===== src/rtl/vga_timing_gen_pkg.sv =====
// Shared VGA timing definitions: default 640x480@60 timing set, total
// line/frame length helpers and the coordinate type.
package vga_pkg;

    localparam int DEF_CLK_DIV  = 4;
    localparam int DEF_H_ACTIVE = 640;
    localparam int DEF_H_FP     = 16;
    localparam int DEF_H_SYNC   = 96;
    localparam int DEF_H_BP     = 48;
    localparam int DEF_V_ACTIVE = 480;
    localparam int DEF_V_FP     = 10;
    localparam int DEF_V_SYNC   = 2;
    localparam int DEF_V_BP     = 33;
    localparam int DEF_CNT_W    = 10;

    // Pixels per line including blanking.
    function automatic int h_total(input int active, input int fp, input int sync, input int bp);
        return active + fp + sync + bp;
    endfunction

    // Lines per frame including blanking.
    function automatic int v_total(input int active, input int fp, input int sync, input int bp);
        return active + fp + sync + bp;
    endfunction

    typedef logic [DEF_CNT_W-1:0] coord_t;

endpackage


===== src/rtl/vga_timing_gen_pix_ce_div.sv =====
// Clock-enable divider: produces a one-clk pulse every CLK_DIV clks.
// The first pulse appears CLK_DIV clks after reset is released.
module pix_ce_div #(
    parameter int CLK_DIV = 4
) (
    input  logic clk,
    input  logic rst,
    output logic ce
);

    localparam int            W    = (CLK_DIV > 1) ? $clog2(CLK_DIV) : 1;
    localparam logic [W-1:0]  LAST = W'(CLK_DIV - 1);

    logic [W-1:0] cnt;

    // Count 0..CLK_DIV-1 and register a pulse on the clk after the last count.
    always_ff @(posedge clk) begin
        if (rst) begin
            cnt <= '0;
            ce  <= 1'b0;
        end else if (cnt == LAST) begin
            cnt <= '0;
            ce  <= 1'b1;
        end else begin
            cnt <= cnt + W'(1);
            ce  <= 1'b0;
        end
    end

endmodule


===== src/rtl/vga_timing_gen.sv =====
// VGA raster timing generator: pixel enable, h/v counters, sync pulses,
// active-video flag and a frame-start pulse. All outputs are registered and
// the syncs/visible flag are derived from the next counter values so they
// line up with hc/vc on the same clk.
module vga_timing_gen
    import vga_pkg::*;
#(
    parameter int CLK_DIV  = DEF_CLK_DIV,
    parameter int H_ACTIVE = DEF_H_ACTIVE,
    parameter int H_FP     = DEF_H_FP,
    parameter int H_SYNC   = DEF_H_SYNC,
    parameter int H_BP     = DEF_H_BP,
    parameter int V_ACTIVE = DEF_V_ACTIVE,
    parameter int V_FP     = DEF_V_FP,
    parameter int V_SYNC   = DEF_V_SYNC,
    parameter int V_BP     = DEF_V_BP,
    parameter bit SYNC_POL = 1'b0,
    parameter int CNT_W    = DEF_CNT_W
) (
    input  logic             clk,
    input  logic             rst,
    output logic             pix_ce,
    output logic [CNT_W-1:0] hc,
    output logic [CNT_W-1:0] vc,
    output logic             hsync,
    output logic             vsync,
    output logic             visible,
    output logic             frame_start
);

    localparam int H_TOTAL = h_total(H_ACTIVE, H_FP, H_SYNC, H_BP);
    localparam int V_TOTAL = v_total(V_ACTIVE, V_FP, V_SYNC, V_BP);

    // One extra bit on the window bounds so a window ending exactly at
    // 2^CNT_W still compares correctly.
    localparam logic [CNT_W:0]   HS_START = (CNT_W+1)'(H_ACTIVE + H_FP);
    localparam logic [CNT_W:0]   HS_END   = (CNT_W+1)'(H_ACTIVE + H_FP + H_SYNC);
    localparam logic [CNT_W:0]   VS_START = (CNT_W+1)'(V_ACTIVE + V_FP);
    localparam logic [CNT_W:0]   VS_END   = (CNT_W+1)'(V_ACTIVE + V_FP + V_SYNC);
    localparam logic [CNT_W:0]   H_VIS    = (CNT_W+1)'(H_ACTIVE);
    localparam logic [CNT_W:0]   V_VIS    = (CNT_W+1)'(V_ACTIVE);
    localparam logic [CNT_W-1:0] H_LAST   = CNT_W'(H_TOTAL - 1);
    localparam logic [CNT_W-1:0] V_LAST   = CNT_W'(V_TOTAL - 1);

    logic             ce;
    logic [CNT_W-1:0] hc_next;
    logic [CNT_W-1:0] vc_next;
    logic             frame_wrap;
    logic             hs_act;
    logic             vs_act;
    logic             vis_next;

    pix_ce_div #(
        .CLK_DIV (CLK_DIV)
    ) u_div (
        .clk (clk),
        .rst (rst),
        .ce  (ce)
    );

    // Next raster position: compare against the last value before
    // incrementing so neither counter ever reaches its total.
    always_comb begin
        hc_next    = hc;
        vc_next    = vc;
        frame_wrap = 1'b0;
        if (ce) begin
            if (hc == H_LAST) begin
                hc_next = '0;
                if (vc == V_LAST) begin
                    vc_next    = '0;
                    frame_wrap = 1'b1;
                end else begin
                    vc_next = vc + CNT_W'(1);
                end
            end else begin
                hc_next = hc + CNT_W'(1);
            end
        end
    end

    // Sync windows and active area evaluated on the next position.
    always_comb begin
        hs_act   = ({1'b0, hc_next} >= HS_START) && ({1'b0, hc_next} < HS_END);
        vs_act   = ({1'b0, vc_next} >= VS_START) && ({1'b0, vc_next} < VS_END);
        vis_next = ({1'b0, hc_next} < H_VIS) && ({1'b0, vc_next} < V_VIS);
    end

    // Register position, syncs, visible flag and the frame-start pulse.
    always_ff @(posedge clk) begin
        if (rst) begin
            hc          <= '0;
            vc          <= '0;
            hsync       <= ~SYNC_POL;
            vsync       <= ~SYNC_POL;
            visible     <= 1'b1;
            frame_start <= 1'b0;
        end else begin
            hc          <= hc_next;
            vc          <= vc_next;
            hsync       <= hs_act ? SYNC_POL : ~SYNC_POL;
            vsync       <= vs_act ? SYNC_POL : ~SYNC_POL;
            visible     <= vis_next;
            frame_start <= frame_wrap;
        end
    end

    assign pix_ce = ce;

endmodule


===== config.mk =====
export PLATFORM = sky130hd
export DESIGN_NAME = vga_timing_gen
export DESIGN_NICKNAME = d
export VERILOG_FILES = /design/src/rtl/vga_timing_gen_pkg.sv /design/src/rtl/vga_timing_gen_pix_ce_div.sv /design/src/rtl/vga_timing_gen.sv
export SDC_FILE = /design/constraint.sdc
export NUM_CORES = 1
export LEC_CHECK = 0
export CELL_PAD_IN_SITES_DETAIL_PLACEMENT = 1
export CELL_PAD_IN_SITES_GLOBAL_PLACEMENT = 2
export CORE_AREA = 10 10 108 62
export CTS_CLUSTER_SIZE = 12
export DETAILED_ROUTE_END_ITERATION = 10
export DIE_AREA = 0 0 118 72
export PLACE_DENSITY = 0.85
export RECOVER_POWER = 100
export SLEW_MARGIN = 25
export SYNTH_ARGS = -nofsm -noshare
export SYNTH_HDL_FRONTEND = slang
export SYNTH_SLANG_ARGS = --single-unit

===== constraint.sdc =====
create_clock -name clk -period 3.5 [get_ports clk]
set_input_delay 0.525 -clock clk [delete_from_list [all_inputs] [get_ports clk]]
set_output_delay 0.525 -clock clk [all_outputs]
set_load 0.05 [all_outputs]

==> out/qor.csv <==
metric,value,unit
outcome,completed,
synth top area cells,"dfxtp_1 (35%), nor2_1 (6.1%), xnor2_1 (3.4%)",
dpl cell area,1813,sq um
max cap viols,0,
cts bufs inserted,3,
Routed Wire Length,4604,microns
std cell rows,18,
Synth Area in Adders,0.03265,
# diodes,0,
fillers,576,
post-synth top area share,0.3527,
initial antenna violation count,0,
most frequent cell after synthesis,dfxtp_1,
IO Count,27,
Synth Area in XOR/XNOR,0.06857,
Final Hold Viols,0,
CTS root buf,clkbuf_8,
Worst Path Buf+Inv,1,
clk_skew,17.48,ps
gpl congestion,0.8197,
Total Routing Usage GR,0.1086,
Yosys top cell by area,dfxtp_1,
CP max stage cell,dlygate4sd3_1,
pre-CTS setup slack,1123,ps
RSZ-0062 raised after global routing,false,
Slowest Stage Delay on Critical Path,950,ps
Synth Instances,175,
"EDFF count, synth",0,
Synthesis Warnings,0,
Period minus WS final,2383,ps
mux cell area share after synthesis,0.006531,
Final ANT Viol Nets,0,
largest net degree at the start of global routing,20,
setup bufs post-CTS,0,
first-pass GRT wire length,7672,microns
Max Fclk,0.4197,GHz
Setup TNS,0,ps
Slew Limit Headroom,0.4172,
placed wire-length estimate,3548,microns
DR vias,1430,
final instance area,1843,sq um
clk_lat worst skew,290,ps
Final Cycle Share,0.6808,
CTS tree,built,
setup violators final,0,
1st-iter DRT viols,112,
post-synth net total,181,
Worst IR Drop VDD,0.1287,mV
type of the worst min-delay path,register to register,
clock-pin transition on the worst setup and hold timing paths,110,ps
Synth Area in Simple Gates,0.3143,
"Distinct cells, synth",54,
Worst-Margin Slew,874.2,ps
grt ovf,0,
core area,4775,sq um
cts-stage hold buffer count,0,
mean post-synth cell area,8.758,sq um
drc violations,0,
Synth Register Bits,27,
final slew viol count,0,
PortBufs,26,
WP data required,2970,ps
fin nets,201,
P_leak,0.0007023,uW
top sig layer,met4,
met2 WL,1997,microns
critical-path cell list,dlygate4sd3_1,
largest fanout on the critical path,13,
WL met3,315,microns
Top Family by Delay on Critical Path,buffers and inverters,
DRT Pass-1 Iters,4,
clk buf depth,2,
Setup CP Type,register to output pin,
Via density,5.417,
CTS Sinks,27,
area grow syn2layout,20.25,%
CP arrival,1860,ps
Synth top cells by count,"dfxtp_1 (27), nor2_1 (25), nand2_1 (11)",
final hold slack,441.9,ps
Die Y-Extent,72,microns
share of layout cells above drive strength 1,0.07732,
largest family of logic cells by synthesized area,simple AND/OR/NAND/NOR gates,
Mapped Area,1533,sq um
Final Worst Setup Slack,1117,ps
power per cell area,280.8,nW/um^2
Met1 Routed Length,2234,microns
Setup crit end kind,output pin,
Initial Util,0.3210,
overall die width,118,microns
number of global-route vias before repair,1432,
share of the yosys chip area belonging to registers,0.3527,
die area,8496,sq um
H-tree depth,1,
average routed wire per standard cell,17.44,microns
post-synthesis compound-gate area fraction,0.1641,
post-cts sizing count,0,
"Top FF cell, synth",dfxtp_1,
ys async rst share,0,
type of origin of the critical path,register,
==> cell usage in the layout, fill, tap and decap left out, types with 2 or more instances in the layout <==
cell,netlist,routed
a21boi_0,2,2
a21oi_1,7,7
a31oi_1,3,3
a41oi_1,3,3
and3_1,4,4
and4_1,4,4
clkbuf_8,0,3
dfxtp_1,27,27
dlygate4sd3_1,0,26
ha_1,4,4
inv_1,5,5
nand2_1,11,11
nand3_1,4,4
nand4_1,5,6
nor2_1,25,25
nor3_1,6,6
nor3b_1,3,3
nor4_1,3,3
o21ai_0,2,2
o311ai_0,2,2
or4_1,2,2
xnor2_1,6,6
xor2_1,6,6
==> area by class of cell <==
cell class	count	area (sq um)	share of cell area
multi-input combinational	131	883.3	0.4793
sequential	27	540.5	0.2933
timing repair buffer	27	264.0	0.1432
tap	70	87.58	0.04752
clock buffer	3	41.29	0.02240
inverter	5	18.77	0.01018
clock inverter	1	7.507	0.004073
==> power breakdown <==
group	total, uW	leakage, uW	switching, uW	internal (uW)
registers	314	0.000218	3.04	311
logic	17.2	0.000463	11.0	6.19
clock network	186	0.0000217	105	81.1
total	517	0.000702	119	398
==> path summary, 6_finish.rpt <==
kind | start | end | slack [ps] | cells past startpoint
worst max-delay path | hc[5] | hc[5] | 1120 | 1
worst min register to register | u_div.cnt[0] | u_div.cnt[0] | 440 | 1
worst max register to register | hc[0] | hsync | 1120 | 6
worst min-delay path | u_div.cnt[0] | u_div.cnt[0] | 440 | 1
==> metal layers <==
metal | vias to the layer above | track usage
met4 | 0 | 0.03270
li1 | 680 | -
met5 | - | 0
met1 | 694 | 0.1424
met2 | 52 | 0.1663
met3 | 4 | 0.03552
==> kinds of logic (layout without fill, tap and decap cells) <==
kind of cell               count (synthesis)  count (layout)
adders and majority gates                  4               4
DFF                                       27              27
xor gates and xnor gates                  12              12
AOI/OAI and AO/OA                         33              33
muxes                                      1               1
buffers and inverters                     17              36
and+or+nand+nor                           81              81
==> sequential cells by signal (all words and copies together), names as in the netlist <==
| register | flops |
|---|---|
| frame_start | 1 |
| u_div.cnt | 2 |
| u_div.ce | 1 |
| hc | 10 |
| visible | 1 |
| vsync | 1 |
| vc | 10 |
| hsync | 1 |
==> per-stage QoR <==
stage / util / std cells / power (uW)
after floorplan: - / 175 / 334.2
after global placement: 0.3797 / 260 / 338.9
after detailed placement: 0.3797 / 260 / 340.1
after CTS: 0.3899 / 264 / 527.6
after global routing: 0.3860 / 264 / 540.1
final: 0.3860 / 264 / 517.5
Note: power is estimated with default switching activity, not from simulation.
